==> src/rtl/ifu_fetch.sv <==
// Instruction fetch unit: owns the PC, issues in-order instruction-bus reads and
// buffers returned words in a small FIFO presented one per cycle to if_id.
module ifu_fetch #(
  parameter logic [31:0] RESET_PC   = 32'h0000_0000,
  parameter logic [31:0] NOP_INST   = 32'h0000_0013,
  parameter int unsigned FIFO_DEPTH = 2
) (
  input  logic        clk,
  input  logic        rst,
  input  logic        ex_jump_flag_i,
  input  logic [31:0] ex_jump_addr_i,
  input  logic        hold_i,
  output logic        ibus_req_o,
  output logic [31:0] ibus_addr_o,
  input  logic        ibus_gnt_i,
  input  logic        ibus_rvalid_i,
  input  logic [31:0] ibus_rdata_i,
  output logic [31:0] inst_o,
  output logic [31:0] inst_addr_o,
  output logic        inst_valid_o
);

  localparam int unsigned AW = $clog2(FIFO_DEPTH);
  localparam int unsigned CW = AW + 1;
  localparam logic [CW:0] DEPTH_C = (CW+1)'(FIFO_DEPTH);

  typedef enum logic [1:0] {ST_BOOT, ST_FETCH, ST_DRAIN} state_t;

  state_t        state_q, state_d;
  logic [31:0]   pc_q;
  logic [CW-1:0] out_q, disc_q, cnt_q, disc_jump;
  logic [AW-1:0] wr_q, rd_q, aw_q, ar_q;
  logic [31:0]   data_mem  [FIFO_DEPTH];
  logic [31:0]   iaddr_mem [FIFO_DEPTH];
  logic [31:0]   raddr_mem [FIFO_DEPTH];
  logic          hs, push, pop;

  assign hs        = ibus_req_o & ibus_gnt_i;
  assign push      = ibus_rvalid_i & (disc_q == '0) & ~ex_jump_flag_i;
  assign pop       = (cnt_q != '0) & ~hold_i & ~ex_jump_flag_i;
  // A response arriving in the jump cycle is already stale and counts against discard.
  assign disc_jump = out_q - CW'(ibus_rvalid_i);

  always_comb begin
    state_d    = state_q;
    ibus_req_o = (state_q == ST_FETCH) & ~ex_jump_flag_i &
                 (({1'b0, cnt_q} + {1'b0, out_q}) < DEPTH_C);
    unique case (state_q)
      ST_BOOT:  state_d = ST_FETCH;
      ST_FETCH: if (ex_jump_flag_i && disc_jump != '0) state_d = ST_DRAIN;
      ST_DRAIN: if (!ex_jump_flag_i && disc_q == '0) state_d = ST_FETCH;
      default:  state_d = ST_BOOT;
    endcase
  end

  always_ff @(posedge clk or posedge rst) begin
    if (rst) begin
      state_q <= ST_BOOT;
      pc_q    <= RESET_PC;
      out_q   <= '0;
      disc_q  <= '0;
      cnt_q   <= '0;
      wr_q    <= '0;
      rd_q    <= '0;
      aw_q    <= '0;
      ar_q    <= '0;
    end else begin
      state_q <= state_d;
      if (ex_jump_flag_i) begin
        pc_q   <= ex_jump_addr_i & ~32'h3;
        out_q  <= disc_jump;
        disc_q <= disc_jump;
        cnt_q  <= '0;
        wr_q   <= '0;
        rd_q   <= '0;
        ar_q   <= aw_q;
      end else begin
        if (hs) begin
          pc_q <= pc_q + 32'd4;
          aw_q <= aw_q + AW'(1);
        end
        out_q <= out_q + CW'(hs) - CW'(ibus_rvalid_i);
        if (ibus_rvalid_i && disc_q != '0) disc_q <= disc_q - CW'(1);
        if (push) begin
          wr_q <= wr_q + AW'(1);
          ar_q <= ar_q + AW'(1);
        end
        if (pop) rd_q <= rd_q + AW'(1);
        cnt_q <= cnt_q + CW'(push) - CW'(pop);
      end
    end
  end

  // Request addresses are captured at grant and paired with their data on return.
  always_ff @(posedge clk) begin
    if (hs) raddr_mem[aw_q] <= pc_q;
    if (push) begin
      data_mem[wr_q]  <= ibus_rdata_i;
      iaddr_mem[wr_q] <= raddr_mem[ar_q];
    end
  end

  assign ibus_addr_o  = pc_q;
  assign inst_valid_o = (cnt_q != '0);
  assign inst_o       = inst_valid_o ? data_mem[rd_q]  : NOP_INST;
  assign inst_addr_o  = inst_valid_o ? iaddr_mem[rd_q] : '0;

`ifndef SYNTHESIS
  a_no_overflow: assert property (@(posedge clk) disable iff (rst)
    !(push && !pop && cnt_q == CW'(FIFO_DEPTH)));
  a_rsp_expected: assert property (@(posedge clk) disable iff (rst)
    !(ibus_rvalid_i && out_q == '0));
  a_budget: assert property (@(posedge clk) disable iff (rst)
    (({1'b0, cnt_q} + {1'b0, out_q}) <= DEPTH_C));
`endif

endmodule

==> config.mk <==
export PLATFORM = sky130hd
export DESIGN_NAME = ifu_fetch
export DESIGN_NICKNAME = d
export VERILOG_FILES = /design/src/rtl/ifu_fetch.sv
export SDC_FILE = /design/constraint.sdc
export NUM_CORES = 1
export LEC_CHECK = 0
export BUFFER_PORTS_ARGS = -buffer_cell sky130_fd_sc_hd__buf_4
export CORE_AREA = 8 8 167 169
export CTS_CLUSTER_DIAMETER = 150
export CTS_CLUSTER_SIZE = 28
export DETAILED_ROUTE_END_ITERATION = 7
export DIE_AREA = 0 0 175 177
export GPL_TIMING_DRIVEN = 0
export PLACE_DENSITY = 0.63
export SLEW_MARGIN = 10
export SYNTH_ARGS = -nofsm -noshare
export SYNTH_HDL_FRONTEND = slang
export SYNTH_SLANG_ARGS = --single-unit
export TNS_END_PERCENT = 30
==> constraint.sdc <==
create_clock -name clk -period 3.6 [get_ports clk]
set_input_delay 0.54 -clock clk [delete_from_list [all_inputs] [get_ports clk]]
set_output_delay 0.54 -clock clk [all_outputs]
set_load 0.01 [all_outputs]
# Word level (Yosys, flattened, before mapping)
# Memory sizes are Yosys's and may differ from the RTL's.
# Cells that the tools add are included.
op_classes:
  n_mux: 21
  n_eq_ne: 4
  bitwise_logic: 9
  addsub: 12
  reduce_logical: 15
  n_lt_le_gt_ge: 1
op_table:
  columns: ["operator", "count"]
  rows:
  - ["two-way mux 32 bit", 4]
  - ["adder 32 x 3 -> 32 bit (second input constant)", 1]
  - ["nonzero test 2 bit", 7]
  - ["two-way mux 2 bit", 6]
  - ["two-way mux 1 bit", 10]
  - ["AND 1 bit", 7]
  - ["case mux 2 bit (3 select lines)", 1]
  - ["subtractor 2 x 1 -> 2 bit", 3]
  - ["adder 1 bit (second input constant)", 4]
  - ["adder 2 x 1 -> 2 bit", 2]
  - ["zero test 2 bit", 2]
  - ["AND reduction 2 bit", 2]
  - ["adder 2 x 2 -> 3 bit", 1]
  - ["logical AND 1 bit", 3]
  - ["< comparator 3 x 2 -> 1 bit (second input constant)", 1]
  - ["== test 2 x 1 -> 1 bit (second input constant)", 1]
  - ["== test 2 bit (second input constant)", 1]
  - ["!= test 2 x 1 -> 1 bit (second input constant)", 1]
  - ["!= test 2 bit (second input constant)", 1]
  - ["inverter 1 bit", 2]
  - ["subtractor 2 x 1 -> 2 bit (second input constant)", 1]
  - ["zero test 1 bit", 1]
word_totals:
  register_bits: 44
  mem_count: 3
  mem_bits_rw: 192
  output_inout_bits: 98
  word_cells: 74
mem_list:
  columns: ["memory", "words", "width", "read_ports", "rd_clocked_by_memory_dff", "wr", "line", "rtl"]
  rows:
  - ["data_mem", 2, 32, 1, 0, 1, "33", "logic [31:0] data_mem [FIFO_DEPTH];"]
  - ["iaddr_mem", 2, 32, 1, 0, 1, "34", "logic [31:0] iaddr_mem [FIFO_DEPTH];"]
  - ["raddr_mem", 2, 32, 1, 0, 1, "35", "logic [31:0] raddr_mem [FIFO_DEPTH];"]

# Logic depth before layout (Yosys ltp)
depth:
  ltp_word: 7
  mapped_depth: 13
  depth_no_buf: 11

# Worst setup path after synthesis
# No wires, ideal clock.
synth_timing:
  kind: "in2reg"
  from: "input ex_jump_flag_i"
  to: "memory data_mem[0][0] (enable)"
  stages: 4
  setup_time_ns: 0.482
  path_slack_ns: -0.581
  arrival_time_ns: 3.699
  cell_sequence: "buf_2 clkbuf_1 nand3b_1 nor2_1"
synth_between:
  elab_chain_cells: 4
synth_rtl:
  columns: ["item", "line", "rtl"]
  rows:
  - ["from (decl)", "10", "input logic ex_jump_flag_i,"]
  - ["inverter 1 bit (no source line)", null, null]
  - ["AND 1 bit", "39", "assign push = ibus_rvalid_i & (disc_q == '0) & ~ex_jump_flag_i;"]
  - ["two-way mux 1 bit", "97", "if (push) begin"]
  - ["two-way mux 1 bit (implied by the code)", "98", "data_mem[wr_q] <= ibus_rdata_i;"]
  - ["to (decl)", "33", null]
# No other way between the ends.

# Worst setup path in the final report
layout_timing:
  from: "register cnt_q[0]"
  to: "register out_q[1]"
layout_between:
  elab_chain_cells: 7
layout_rtl:
  columns: ["item", "line", "rtl"]
  rows:
  - ["from (decl)", "31", "logic [CW-1:0] out_q, disc_q, cnt_q, disc_jump;"]
  - ["from (signal assigned)", "89", "cnt_q <= cnt_q + CW'(push) - CW'(pop);"]
  - ["adder 2 x 2 -> 3 bit", "47", "(({1'b0, cnt_q} + {1'b0, out_q}) < DEPTH_C);"]
  - ["< comparator 3 x 2 -> 1 bit", "47", null]
  - ["AND 1 bit", "46", "ibus_req_o = (state_q == ST_FETCH) & ~ex_jump_flag_i &"]
  - ["AND 1 bit", "38", "assign hs = ibus_req_o & ibus_gnt_i;"]
  - ["adder 2 x 1 -> 2 bit", "82", "out_q <= out_q + CW'(hs) - CW'(ibus_rvalid_i);"]
  - ["subtractor 2 x 1 -> 2 bit", "82", null]
  - ["two-way mux 2 bit", "69", "if (ex_jump_flag_i) begin"]
  - ["to (signal assigned)", "71", "out_q <= disc_jump;"]
  - ["to (signal assigned)", "82", null]
  - ["to (decl)", "31", null]
# No other way between the ends.
# A chain may end at the register's enable or synchronous reset.

==> flow_metrics.py <==
metrics = {
    "clock_tree": {
        "cts_buffer_depth": 3,
        "numClockSinks": 226,
        "cts_root_buffer": "clkbuf_16",
        "post_cts_resized": 0,
        "numCtsBuffers": 12,
        "cts_hold_buf": 1,
        "cts_tree": "yes",
        "h-tree-depth": 1,
        "clock_latency_ps": 490,
        "post_cts_buffers": 0,
        "clk_pin_slew_ps": 120,
    },
    "min_path": {
        "min_path_type": "input pin to flip-flop",
    },
    "detailed_routing": {
        "dr.pass1.iters": 4,
        "vias_per_cell": 5.00,
        "wl_per_cell_um": 19.3,
        "drc_errors": 0,
        "drtIter0Drc": 380,
        "postRouteAntennaNets": 0,
        "wl_mm": 22.6,
        "vias": 5865,
    },
    "floorplanning": {
        "die_area_um2": 31000,
        "fp.dieW_um": 175,
        "fp.coreArea_um2": 25500,
        "fp-row-count": 59,
        "initial_core_util_pct": 36.9,
        "io_pins": 168,
        "die_h_um": 177,
    },
    "timing": {
        "timing.final.crit_share_pct": 91.8,
        "drv_slew": 0,
        "setup-tns-final_ps": 0,
        "hold_viol_final": 0,
        "skew_ps": 44.4,
        "finalCriticalPeriod_ps": 3310,
        "grt_setup_unrepaired": "false",
        "worstMarginPinSlew_ps": 862,
        "relSlewSlack_pct": 42.5,
        "holdWs_ps": 244,
        "fmax_ghz": 0.303,
        "final-setup-viol-count": 0,
    },
    "synthesis": {
        "synth-edff-count": 184,
        "synth_flop_cell": "edfxtp_1",
        "synthCells": 644,
        "syn_area_um2": 9390,
        "syn_avg_cell_area_um2": 14.6,
        "synth_seq_cells": 226,
        "yosysWarnings": 0,
        "ys_seq_area_share_pct": 70.0,
        "synth_cell_types": 55,
        "async_flop_share_pct": 18.6,
    },
    "worst_setup_path": {
        "critPathBufInv": 4,
        "startpoint_type": "flip-flop",
        "critPathTopFamily": "adder cells",
        "cp.arrival_ps": 3730,
        "critical-path-max-stage-delay_ps": 450,
        "crit_path_top_delay_cell": "fa_1",
        "cp_cell_sequence": "and2_1 -> fa_1 -> nor4_2 -> and3_4 -> inv_1 -> buf_2 -> buf_1 -> ha_1 -> inv_1 -> ha_1 -> xnor2_1 -> o21ai_0 -> xor2_1",
        "worstPathMaxFanout": 10,
        "endpoint_kind": "flip-flop",
        "cp_data_required_time_ps": 4020,
        "path_class": "flip-flop to flip-flop",
    },
    "power": {
        "power.density_nw_per_um2": 576,
        "peakVddDrop_v": 0.000553,
        "leakage_nw": 4.25,
        "power_mw": 6.71,
    },
    "cells_and_area": {
        "syn2layout_area_growth_pct": 24.2,
        "nNetsFinal": 909,
        "antenna_cells": 0,
        "nFillCells": 2301,
        "drive_above_1_share_pct": 28.8,
    },
    "status": {
        "run_status": "completed",
    },
    "global_route": {
        "grt_start_max_net_pins": 32,
        "grt-ovfl-total": 0,
        "grt_pass1_wl_mm": 34.3,
        "grt_pass1_vias": 5859,
        "track_usage_pct": 14.2,
        "grt_antenna_before_repair": 0,
    },
    "placed_design": {
        "detailed_place_hpwl_mm": 16.3,
        "port_buffers": 160,
        "place_congestion": 0.810,
    },
    "run": {
        "drv_cap": 0,
    },
}
-- sequential cells by signal, indices dropped and copies added (netlist names) --
signal	count
out_q	2
wr_q	1
ibus_addr_o	30
state_q	2
cnt_q	2
raddr_mem	60
aw_q	1
ar_q	1
iaddr_mem	60
data_mem	64
disc_q	2
rd_q	1
-- metrics by stage --
stage               instance area (um^2)  instances  util (%)  setup WS (ps)
floorplan                           9400        647         -           -581
global placement                   11000       1142      43.3          -2690
detailed placement                 11300       1151      44.3            357
CTS                                11700       1172      45.8            287
global route                       11700       1172      45.8            119
finish                             11700       1172      45.8            294
-- cell usage in the layout, fill, tap and decap left out, types with 4 or more instances in the layout --
cell type	n
buf_4	164
nand4_1	10
mux2i_1	64
o211ai_1	11
inv_1	11
xnor2_1	6
nand3_1	20
nand2_1	41
o311ai_0	6
o21ai_0	23
edfxtp_1	184
and2_1	4
buf_16	7
or3_1	4
nor2_1	74
a221o_1	6
nor3_1	5
ha_1	7
clkbuf_1	20
a21oi_1	7
buf_1	9
dfrtp_1	42
clkbuf_16	13
mux2_2	30
conb_1	4
-- final timing paths --
path	start	endpoint	slack (ps)	cells after the start
max	cnt_q[0]	out_q[1]	290	13
min	ibus_rdata_i[11]	data_mem[0][11]	240	1
max reg2reg	cnt_q[0]	out_q[1]	290	13
min reg2reg	state_q[0]	state_q[1]	480	1
max in group asynchronous	rst	state_q[0]	2540	4
min in group asynchronous	rst	ibus_addr_o[9]	530	3
-- layer usage --
| layer | up-vias | part of all wire (%) | GRT usage [%] |
|---|---|---|---|
| met5 | - | 0 | 0 |
| met4 | 0 | 2.3 | 3.71 |
| met3 | 28 | 5.8 | 3.33 |
| met2 | 184 | 48 | 23.4 |
| met1 | 2876 | 44 | 18.5 |
| li1 | 2777 | - | - |
-- cells in the mapped netlist (3+ instances only) --
cell        n  area [um^2]
edfxtp_1  184         5530
nor2_1     78          293
mux2i_1    64          641
dfrtp_1    42         1050
nand2_1    41          154
mux2_2     30          338
o21ai_0    23          115
nand3_1    20          100
clkbuf_1   14         52.6
inv_1      12         45.0
o211ai_1   11         82.6
nand4_1    10         62.6
buf_1       9         33.8
a21oi_1     7         35.0
ha_1        7         87.6
a221o_1     6         60.1
o311ai_0    6         52.6
xnor2_1     6         52.6
and2_1      5         31.3
nor3_1      5         25.0
buf_4       4         30.0
or3_1       4         25.0
a31oi_1     3         18.8
buf_2       3         15.0
buf_6       3         33.8
nand3b_1    3         22.5
nor2b_1     3         18.8
xor2_1      3         26.3
-- cell families after synthesis --
logic type      share of synthesized area, %
buf+inv                                 2.28
other cells                           0.0399
flops                                   70.0
xor+xnor                               0.839
compound gates                          4.97
simple gates                            10.3
fa+ha+maj                               1.15
mux                                     10.4
-- cell type report --
class	count	area (um^2)	share of cell area, %
inverter	13	48.8	0.418
tap	335	419	3.59
sequential	226	6580	56.4
multi-input combinational	375	2640	22.6
clock inverter	1	30.0	0.257
buffer	33	165	1.42
timing repair buffer	170	1440	12.3
clock buffer	19	348	2.98
-- report_power, final --
group	total [mW]	switching (mW)	internal [mW]
registers	3.39	0.209	3.18
logic	1.80	0.978	0.822
clock network	1.52	0.828	0.693
total	6.71	2.01	4.70
Power figures use the tool's default switching activity.
